**src/rtl/pipe_ctrl_pkg.sv**
```systemverilog
// Shared encodings for the pipeline hazard controller: FSM states, enable levels, reset values.
package pipe_ctrl_pkg;

  localparam logic [1:0] ST_RUN      = 2'd0;
  localparam logic [1:0] ST_FLUSH    = 2'd1;
  localparam logic [1:0] ST_STALL_LU = 2'd2;
  localparam logic [1:0] ST_FREEZE   = 2'd3;

  localparam logic ENABLE  = 1'b1;
  localparam logic DISABLE = 1'b0;

  typedef enum logic [1:0] {
    S_RUN      = ST_RUN,
    S_FLUSH    = ST_FLUSH,
    S_STALL_LU = ST_STALL_LU,
    S_FREEZE   = ST_FREEZE
  } state_e;

  localparam state_e RESET_STATE = S_RUN;

endpackage

```
**src/rtl/wb_delay_line.sv**
```systemverilog
// Fixed-depth shift register with hold (freeze) and asynchronous clear.
module wb_delay_line #(
  parameter int WIDTH = 1,
  parameter int DEPTH = 1
) (
  input  logic             clk,
  input  logic             clear,
  input  logic             hold,
  input  logic [WIDTH-1:0] din,
  output logic [WIDTH-1:0] dout
);

  logic [DEPTH-1:0][WIDTH-1:0] line;

  always_ff @(posedge clk or posedge clear) begin
    if (clear) begin
      line <= '0;
    end else if (!hold) begin
      line[0] <= din;
      for (int i = 1; i < DEPTH; i++) line[i] <= line[i-1];
    end
  end

  assign dout = line[DEPTH-1];

endmodule

```
**src/rtl/pipe_hazard_ctrl.sv**
```systemverilog
// Pipeline control: jump flush, load-use stall/bubble, memory-busy freeze, delayed WB enable.
module pipe_hazard_ctrl
  import pipe_ctrl_pkg::*;
#(
  parameter int ADDR_W    = 32,
  parameter int REG_W     = 5,
  parameter int FLUSH_CYC = 1,
  parameter int WB_DELAY  = 1
) (
  input  logic              clk,
  input  logic              rest,
  input  logic              ex2cu_jump_en_i,
  input  logic [ADDR_W-1:0] ex2cu_jump_addr_i,
  input  logic              ex2cu_mem_rd_i,
  input  logic [REG_W-1:0]  ex2cu_rd_i,
  input  logic [REG_W-1:0]  id2cu_rs1_i,
  input  logic [REG_W-1:0]  id2cu_rs2_i,
  input  logic [1:0]        id2cu_rs_vld_i,
  input  logic              id2cu_wb_en_i,
  input  logic              mem2cu_busy_i,
  output logic              cu2pc_jump_en_o,
  output logic [ADDR_W-1:0] cu2pc_jump_addr_o,
  output logic              cu2_refresh_flag_o,
  output logic              cu2_stall_o,
  output logic              cu2idex_bubble_o,
  output logic              cu2ex_wb_en_o
);

  localparam int              CNT_W      = $clog2(FLUSH_CYC + 1);
  localparam logic [CNT_W-1:0] FLUSH_LOAD = CNT_W'(FLUSH_CYC - 1);

  state_e           state, saved, cur;
  logic [CNT_W-1:0] cnt;
  logic             busy, jump, rs_hit, lu, refresh, wb_in;

  // While frozen, behaviour is that of the state we were in when busy rose.
  assign cur    = (state == S_FREEZE) ? saved : state;
  assign busy   = mem2cu_busy_i;
  assign jump   = ex2cu_jump_en_i & ~busy;
  assign rs_hit = (id2cu_rs_vld_i[0] && (id2cu_rs1_i == ex2cu_rd_i)) ||
                  (id2cu_rs_vld_i[1] && (id2cu_rs2_i == ex2cu_rd_i));
  assign lu     = ~busy & ~ex2cu_jump_en_i & (cur == S_RUN) & ex2cu_mem_rd_i &
                  (ex2cu_rd_i != '0) & rs_hit;
  assign refresh = jump | (~busy & (cur == S_FLUSH));

  always_ff @(posedge clk or posedge rest) begin
    if (rest) begin
      state <= RESET_STATE;
      saved <= RESET_STATE;
      cnt   <= '0;
    end else if (busy) begin
      state <= S_FREEZE;
      saved <= cur;
    end else if (ex2cu_jump_en_i) begin
      if (FLUSH_CYC > 1) begin
        state <= S_FLUSH;
        cnt   <= FLUSH_LOAD;
      end else begin
        state <= S_RUN;
        cnt   <= '0;
      end
    end else begin
      case (cur)
        S_FLUSH: begin
          state <= (cnt == CNT_W'(1)) ? S_RUN : S_FLUSH;
          cnt   <= cnt - 1'b1;
        end
        S_RUN:   state <= lu ? S_STALL_LU : S_RUN;
        default: state <= S_RUN;
      endcase
    end
  end

  // Flushed or bubbled instructions must never reach write-back.
  assign wb_in = id2cu_wb_en_i & ~refresh & ~lu;

  wb_delay_line #(.WIDTH(1), .DEPTH(WB_DELAY)) u_wb_line (
    .clk   (clk),
    .clear (rest),
    .hold  (busy),
    .din   (wb_in),
    .dout  (cu2ex_wb_en_o)
  );

  // Combinational outputs are forced low while reset is held.
  assign cu2pc_jump_en_o    = jump & ~rest;
  assign cu2pc_jump_addr_o  = (jump & ~rest) ? ex2cu_jump_addr_i : '0;
  assign cu2_refresh_flag_o = refresh & ~rest;
  assign cu2_stall_o        = (busy | lu) & ~rest;
  assign cu2idex_bubble_o   = lu & ~rest;

endmodule

```
**config.mk**
```make
export PLATFORM = sky130hd
export DESIGN_NAME = pipe_hazard_ctrl
export DESIGN_NICKNAME = d
export VERILOG_FILES = /design/src/rtl/pipe_ctrl_pkg.sv /design/src/rtl/wb_delay_line.sv /design/src/rtl/pipe_hazard_ctrl.sv
export SDC_FILE = /design/constraint.sdc
export NUM_CORES = 1
export LEC_CHECK = 0
export CAP_MARGIN = 0
export CORE_ASPECT_RATIO = 0.75
export CORE_UTILIZATION = 26
export DETAILED_ROUTE_END_ITERATION = 8
export PLACE_DENSITY = 0.91
export SLEW_MARGIN = 25
export SYNTH_ARGS = -nofsm -noshare
export SYNTH_HDL_FRONTEND = slang
export SYNTH_SLANG_ARGS = --single-unit
export TNS_END_PERCENT = 20
```
**constraint.sdc**
```tcl
create_clock -name clk -period 4.68 [get_ports clk]
set_clock_uncertainty 0.05 [all_clocks]
set_input_delay 0.936 -clock clk [delete_from_list [all_inputs] [get_ports clk]]
set_output_delay 0.936 -clock clk [all_outputs]
set_load 0.02 [all_outputs]
```
# After elaboration in Yosys (flattened, before gate mapping)
# Cells that the tools add are included.
# totals
ff_bits	6
elab_cells	45
# classes
add_sub_neg	1
n_eq_ne	4
muxes	9
n_bitwise	20
reduce_logical	7
# ops
op	n
two-way mux 32 bit	1
bitwise AND 1 bit	13
== test 5 bit	2
two-way mux 2 bit	4
NOT 1 bit	5
nonzero test 5 bit	1
case mux 2 bit (2 select lines)	1
two-way mux 1 bit	3
== test 2 x 1 -> 1 bit (second input constant)	1
== test 2 bit (second input constant)	1
logical AND 1 bit	2
zero test 2 bit	1
OR 1 bit	2
AND reduction 2 bit	1
nonzero test 2 bit	1
logical OR 1 bit	1
subtractor 1 bit (second input constant)	1

# Logic depth before layout (Yosys ltp)
# Gate-level depths: netlist of run 1.
# depth
ltp_word	11
ltp_mapped	4
mapped_depth_nobuf	4

# Modules after synthesis
# From an unflattened synthesis of run 1, not the netlist that was laid out.
# hier_totals
cells_unflattened	88
area_unflattened_um2	684.4
# modules_own_cells
module	instances	cells_per_inst	area_each_um2	seq_area_each_um2
pipe_hazard_ctrl	1	85	640.6	125.1
wb_delay_line	1	3	43.8	25.0

# Least setup slack after synthesis of run 1
# No wires, ideal clock.
# synth_path
kind	input-to-output
startpoint	in ex2cu_rd_i[3]
endpoint	out cu2_stall_o
arrival_ns	2.112
required_time_ns	3.694
slack_ns	1.582
stages	4
path_buffers	0
path_cell_list	xor2_1 > nor4_1 > a32oi_1 > o31ai_1
# synth_via
elab_chain_len	6
# synth_lines
element	line	source
from (decl)	pipe_hazard_ctrl.sv:15	input logic [REG_W-1:0] ex2cu_rd_i,
== test 5 bit, on equally long branches	pipe_hazard_ctrl.sv:40, pipe_hazard_ctrl.sv:41	
logical AND 1 bit, on equally long branches	pipe_hazard_ctrl.sv:40, pipe_hazard_ctrl.sv:41	
logical OR 1 bit	pipe_hazard_ctrl.sv:40	assign rs_hit = (id2cu_rs_vld_i[0] && (id2cu_rs1_i == ex2cu_rd_i)) ||
bitwise AND 1 bit *	pipe_hazard_ctrl.sv:43	(ex2cu_rd_i != '0) & rs_hit;
OR 1 bit *	pipe_hazard_ctrl.sv:89	assign cu2_stall_o = (busy | lu) & ~rest;
bitwise AND 1 bit *	pipe_hazard_ctrl.sv:89	
to (decl)	pipe_hazard_ctrl.sv:24	output logic cu2_stall_o,
# Every way passes the cells marked *; elsewhere a longest branch is shown, timed or not.

# Worst setup path in the final report of run 1
# Same ends and word-level chain as after synthesis.

==> metrics, run 1 <==
outcome complete, no violations; Final nets 239; max-slew violations 0; Slew HR a little over two thirds; leakage dissipation 0.647 nW; PwrDens 142 nW/µm²; die width 60.6 µm; Setup Total Neg Slack 0 ns; Starting DRT DRC Count 25; Post-CTS Setup Repair Bufs 0; post-detail-place hpwl 2520 µm; worst IR drop on VDD 109 µV; Rows 15; worst hold path class reg2reg; Seq/Total Area, Yosys 22.4%; final instance area 1640 µm²; synthesized area between 600 and 700 µm²; I/O pin count 92; die area 2780 µm²; post-synthesis instance total 90; Net Count, Synth 145; gpl congestion around 0.76; P&R area growth vs syn 145%; Reg clk slew, reported paths 0.04 ns; via count between 900 and 1k; first-pass GRT wire length 4330 µm; Core Region about 2400 µm²; synthesized area per cell 7.44 µm²; RSZ-0062 raised after global routing false; period utilisation layout 85.0%; final WL ~3000 µm; GR Overflow Total 0; wire per inst 13.5 µm; final hold vios 0; worst skew pair latency 0.25 ns; GRT Util Overall 22.2%; Seq cells post-synth 6; Startpoint Class input port; library cells used by synthesis 25; n_diodes 0; Hold-fix buffers, CTS 0; Starting Density approximately 28%; commonest non-fill, non-tap cell in the layout clkdlybuf4s50_1; CP endpoint kind primary output; worst endpoint required time 3.69 ns; root buffer cell clkbuf_4; routed vias/inst about 4.6; H-tree level count 1; fraction of layout cells with a size suffix above 1 under 10%; Clock Path Buffers 2; CP Class in2out; crit-path max FO 4; max cap viols 0; Port Buffers 91; worst slew pin tran 0.433 ns; clk sinks 6; drt pass-1 iters 4; antenna-violating nets left 0; antenna violations before repair 0; setup violators final 0; Area after DPL 1620 µm²; Tmin final roughly 4.0 ns; residual DRC count 0; most frequent cells in the layout clkdlybuf4s50_1, and2_1, nor2_1; largest net degree at the start of global routing 34; CTS tree yes; fmax 251 MHz; post-CTS sizing 0; DIE HEIGHT 45.9 µm; Critical Path AT 2.99 ns; vias in the first global route slightly above 1k; Ys Warns 0; CTS Buf Count 3
[metrics by stage]
stage	hold slack (ns)	util (%)	total power, mW	instances	setup slack (ns)
global route	0.508	69.4	0.250	216	0.574
detailed placement	0.458	68.5	0.183	213	0.688
global placement	0.428	68.5	0.179	213	0.747
CTS	0.485	69.4	0.236	216	0.703
floorplan	0.419	-	0.108	90	1.58
finish	0.477	69.4	0.233	216	0.703
[power by group]
part	internal, mW	total, mW	switching, mW
clock	0.0291	0.0500	0.0209
combinational	0.0721	0.118	0.0457
sequential	0.0588	0.0650	0.00618
total	0.160	0.233	0.0728
[layout make-up]
| cell class | count | area, µm² |
|---|---|---|
| Sequential cell | 6 | 150 |
| Inverter | 3 | 11.3 |
| Clock buffer | 3 | 22.5 |
| Fill cell | 206 | 723 |
| Multi-Input combinational cell | 78 | 497 |
| Timing Repair Buffer | 92 | 918 |
| Tap cell | 34 | 42.5 |
[cells by family (layout without fill, tap and decap cells)]
family / count (synthesis) / count (layout) / synth area share [%]
AOI/OAI and AO/OA: 12 / 12 / 13.6
xor gates and xnor gates: 10 / 10 / 13.1
buffers and inverters: 6 / 98 / 3.36
DFF: 6 / 6 / 22.4
and+or+nand+nor: 56 / 56 / 47.5
[path summary, 6_finish.rpt]
| path | end | start | cells past startpoint | slack (ns) |
|---|---|---|---|---|
| setup / recovery | cu2_stall_o | ex2cu_rd_i[3] | 6 | 0.70 |
| hold / removal | saved[1]$_DFFE_PP0P_ | saved[1]$_DFFE_PP0P_ | 2 | 0.48 |
| setup reg to reg | u_wb_line.dout$_DFFE_PP0N_ | state[0]$_DFF_PP0_ | 4 | 3.22 |
| hold reg to reg | saved[1]$_DFFE_PP0P_ | saved[1]$_DFFE_PP0P_ | 2 | 0.48 |
| max in group asynchronous | cnt$_DFFE_PP0P_ | rest | 2 | 3.38 |
| min in group asynchronous | state[1]$_DFF_PP0_ | rest | 2 | 0.98 |
[sequential cells by signal (all words and copies together) (netlist names)]
name            flops
u_wb_line.dout      1
state               2
saved               2
cnt                 1
[cells in the mapped netlist, drive strengths merged]
cell | number | area, µm²
a21o | 1 | 7.51
a21oi | 2 | 10.0
o31ai | 2 | 15.0
nand2b | 1 | 6.26
o22a | 1 | 8.76
o21ai | 2 | 10.0
xnor2 | 2 | 17.5
dfrtp | 6 | 150
nor2 | 10 | 37.5
xor2 | 8 | 70.1
and3 | 1 | 6.26
and2 | 34 | 213
nor4bb | 1 | 10.0
a2111oi | 1 | 8.76
nand2 | 4 | 15.0
nor4 | 2 | 12.5
a32oi | 1 | 8.76
a211oi | 1 | 12.5
clkbuf | 3 | 11.3
or4 | 1 | 7.51
a221o | 1 | 10.0
inv | 3 | 11.3
nor3 | 2 | 10.0
[layer usage]
metal,GRT usage [%],share of wire (%)
met4,10.5,2.7
met2,40.2,52
met1,22.6,37
met5,0,0
met3,8.52,7.4
[worst max-delay path, stage by stage]
cell	delay, ns
clkdlybuf4s50_1	0.47
xor2_1	0.19
nor4_1	0.27
a32oi_1	0.22
o31ai_1	0.26
clkdlybuf4s50_1	0.64
No activity file was read; power rests on OpenSTA's default activity.
==> inputs of run 2 (changes only) <==
- CORE_UTILIZATION: 26 -> 24
- PLACE_DENSITY: 0.91 -> 0.86
- clock period: 4.68 -> 4 ns (I/O delays scaled with it)
==> metrics, run 2 (same netlist as run 1, synthesis figures left out) <==
outcome complete, no violations (unchanged); worst endpoint required time 3.15 ns (was 3.69 ns); period utilisation layout 93.3%; Setup Total Neg Slack 0 ns (unchanged); antenna violations before repair 0 (unchanged); Post-CTS Setup Repair Bufs 0 (unchanged); worst IR drop on VDD 144 µV (was 109 µV); Reg clk slew, reported paths 0.04 ns (about the same); H-tree level count 1 (unchanged); Clock Path Buffers 2 (unchanged); Startpoint Class input port (unchanged); top flop regs saved x2, state x2 (unchanged); critical-path cell list clkdlybuf4s50_1, xor2_1, nor4_1, a32oi_1, o31ai_1, clkdlybuf4s50_1 (unchanged); CP Buf/Inv Count 2 (unchanged); PwrDens 182 nW/µm² (was 142 nW/µm²); residual DRC count 0 (unchanged); Critical Path AT 2.88 ns (was 2.99 ns); n_diodes 0 (unchanged); CTS tree yes (unchanged); P&R area growth vs syn 151% (was 145%); Seq pwr share 24.9% (was 27.9%); most frequent CP cell clkdlybuf4s50_1 (unchanged); via count 964 (was 987); max cap viols 0 (unchanged); fmax 268 MHz; CP Class in2out (unchanged); crit-path max FO 4 (unchanged); largest net degree at the start of global routing 21 (was 34); crit-path max cell delay 0.64 ns (about the same); final hold vios 0 (unchanged); first-pass GRT wire length 3910 µm (was 4330 µm); Tmin final about 3.7 ns; worst slew pin tran 0.418 ns (was 0.433 ns); net switching power 0.0862 mW (was 0.0728 mW); Worst path top cell family by delay buffers and inverters (unchanged); Hold-fix buffers, CTS 0 (unchanged); power share of the combinational group 45.0% (was 50.6%); fraction of layout cells with a size suffix above 1 4.35% (was 3.30%); drt pass-1 iters 4 (unchanged); DIE HEIGHT 47.7 µm (was 45.9 µm); Port Buffers 91 (unchanged); setup violators final 0 (unchanged); die width 63.0 µm (was 60.6 µm); GRT Util Overall 17.2% (was 22.2%); CP max-delay cell clkdlybuf4s50_1 (unchanged); antenna-violating nets left 0 (unchanged); worst hold path class reg2reg (unchanged); switching part of the total power 28.2% (was 31.3%); CTS Buf Count 3 (unchanged); Starting DRT DRC Count 8 (was 25); root buffer cell clkbuf_8 (was clkbuf_4); gpl congestion 0.803 (was 0.764); I/O pin count 92 (unchanged); routed vias/inst 4.38 (was 4.57); Power Internal 0.219 mW (was 0.160 mW); worst skew pair latency 0.22 ns (was 0.25 ns); max-slew violations 0 (unchanged); final WL 2600 µm (was 2920 µm); Core Region 2620 µm² (was 2360 µm²); Final nets 241 (was 239); GR Overflow Total 0 (unchanged); commonest non-fill, non-tap cell in the layout clkdlybuf4s50_1 (unchanged); wire per inst 11.8 µm (was 13.5 µm); clk sinks 6 (unchanged); PnR Total Power 0.305 mW (was 0.233 mW); leakage dissipation 0.664 nW (was 0.647 nW); most frequent cells in the layout clkdlybuf4s50_1, and2_1, nor2_1 (unchanged); post-detail-place hpwl 2230 µm (was 2520 µm); RSZ-0062 raised after global routing false (unchanged); CP endpoint kind primary output (unchanged); clock power share 30.1% (was 21.5%); Rows 16 (was 15); die area 3010 µm² (was 2780 µm²); Starting Density 25.5% (was 28.3%); Slew HR 72.2% (was 70.4%); post-CTS sizing 0 (unchanged); vias in the first global route 933 (was 1030)
==> run 2: changes by cell type in the layout (fill, tap and decap cells not counted) <==
cell / before / now
clkbuf_8: 0 / 3
buf_4: 1 / 3
clkbuf_4: 3 / 0
==> run 2: metrics by stage <==
step | cell area [µm²] | instances | hold slack, ns | setup WS, ns | utilization [%]
finish | 1680 | 220 | 0.447 | 0.269 | 64.0
global route | 1680 | 220 | 0.467 | 0.175 | 64.0
CTS | 1680 | 220 | 0.449 | 0.272 | 64.0
detailed placement | 1640 | 217 | 0.444 | 0.251 | 62.4
global placement | 1640 | 217 | 0.431 | 0.341 | 62.4
floorplan | 669 | 90 | 0.419 | 1.17 | -
==> run 2: path summary, 6_finish.rpt <==
kind	startpoint	endpoint	slack [ns]	cells past startpoint
min	cnt$_DFFE_PP0P_	state[0]$_DFF_PP0_	0.45	1
max reg2reg	state[0]$_DFF_PP0_	u_wb_line.dout$_DFFE_PP0N_	2.53	4
min in group asynchronous	rest	u_wb_line.dout$_DFFE_PP0N_	0.93	3
max in group asynchronous	rest	saved[1]$_DFFE_PP0P_	2.84	3
max	ex2cu_rd_i[3]	cu2_stall_o	0.27	6
min reg2reg	cnt$_DFFE_PP0P_	state[0]$_DFF_PP0_	0.45	1
==> run 2: final cells by class <==
class | instances | area, µm²
multi-input cells | 78 | 497
inverters | 3 | 11.3
fillers | 216 | 945
well taps | 36 | 45.0
repair buffers | 94 | 933
clock buffers | 3 | 41.3
flip-flops and latches | 6 | 150
==> run 2: layer usage <==
| layer | GRT usage (%) | vias up | wire length [µm] |
|---|---|---|---|
| met5 | 0 | - | 0 |
| met4 | 8.37 | 0 | 30 |
| met3 | 5.24 | 4 | 199 |
| met2 | 32.5 | 42 | 1330 |
| met1 | 18.4 | 431 | 1040 |
| li1 | - | 487 | - |
==> run 2: worst register-to-register path, stage by stage (launching register included) <==
cell and delay [ns]:
dfrtp_1 0.38, nor4bb_1 0.32, o22a_1 0.24, a211oi_2 0.08, a221o_1 0.28
==> run 2: power groups by stage <==
stage | combinational, mW | clock (mW) | sequential (mW)
4_1_cts | 0.138 | 0.0915 | 0.0759
6_report | 0.137 | 0.0920 | 0.0759
3_3_place_gp | 0.135 | 0 | 0.0756
5_1_grt | 0.149 | 0.0944 | 0.0769
3_5_place_dp | 0.137 | 0 | 0.0765
2_1_floorplan | 0.0503 | 0 | 0.0763
==> inputs of run 3 (changes only) <==
- CAP_MARGIN: 0 -> default
- CTS_CLUSTER_DIAMETER: default -> 60
==> results of run 3 <==
Final layout, timing and power as in run 2 (identical DEF).
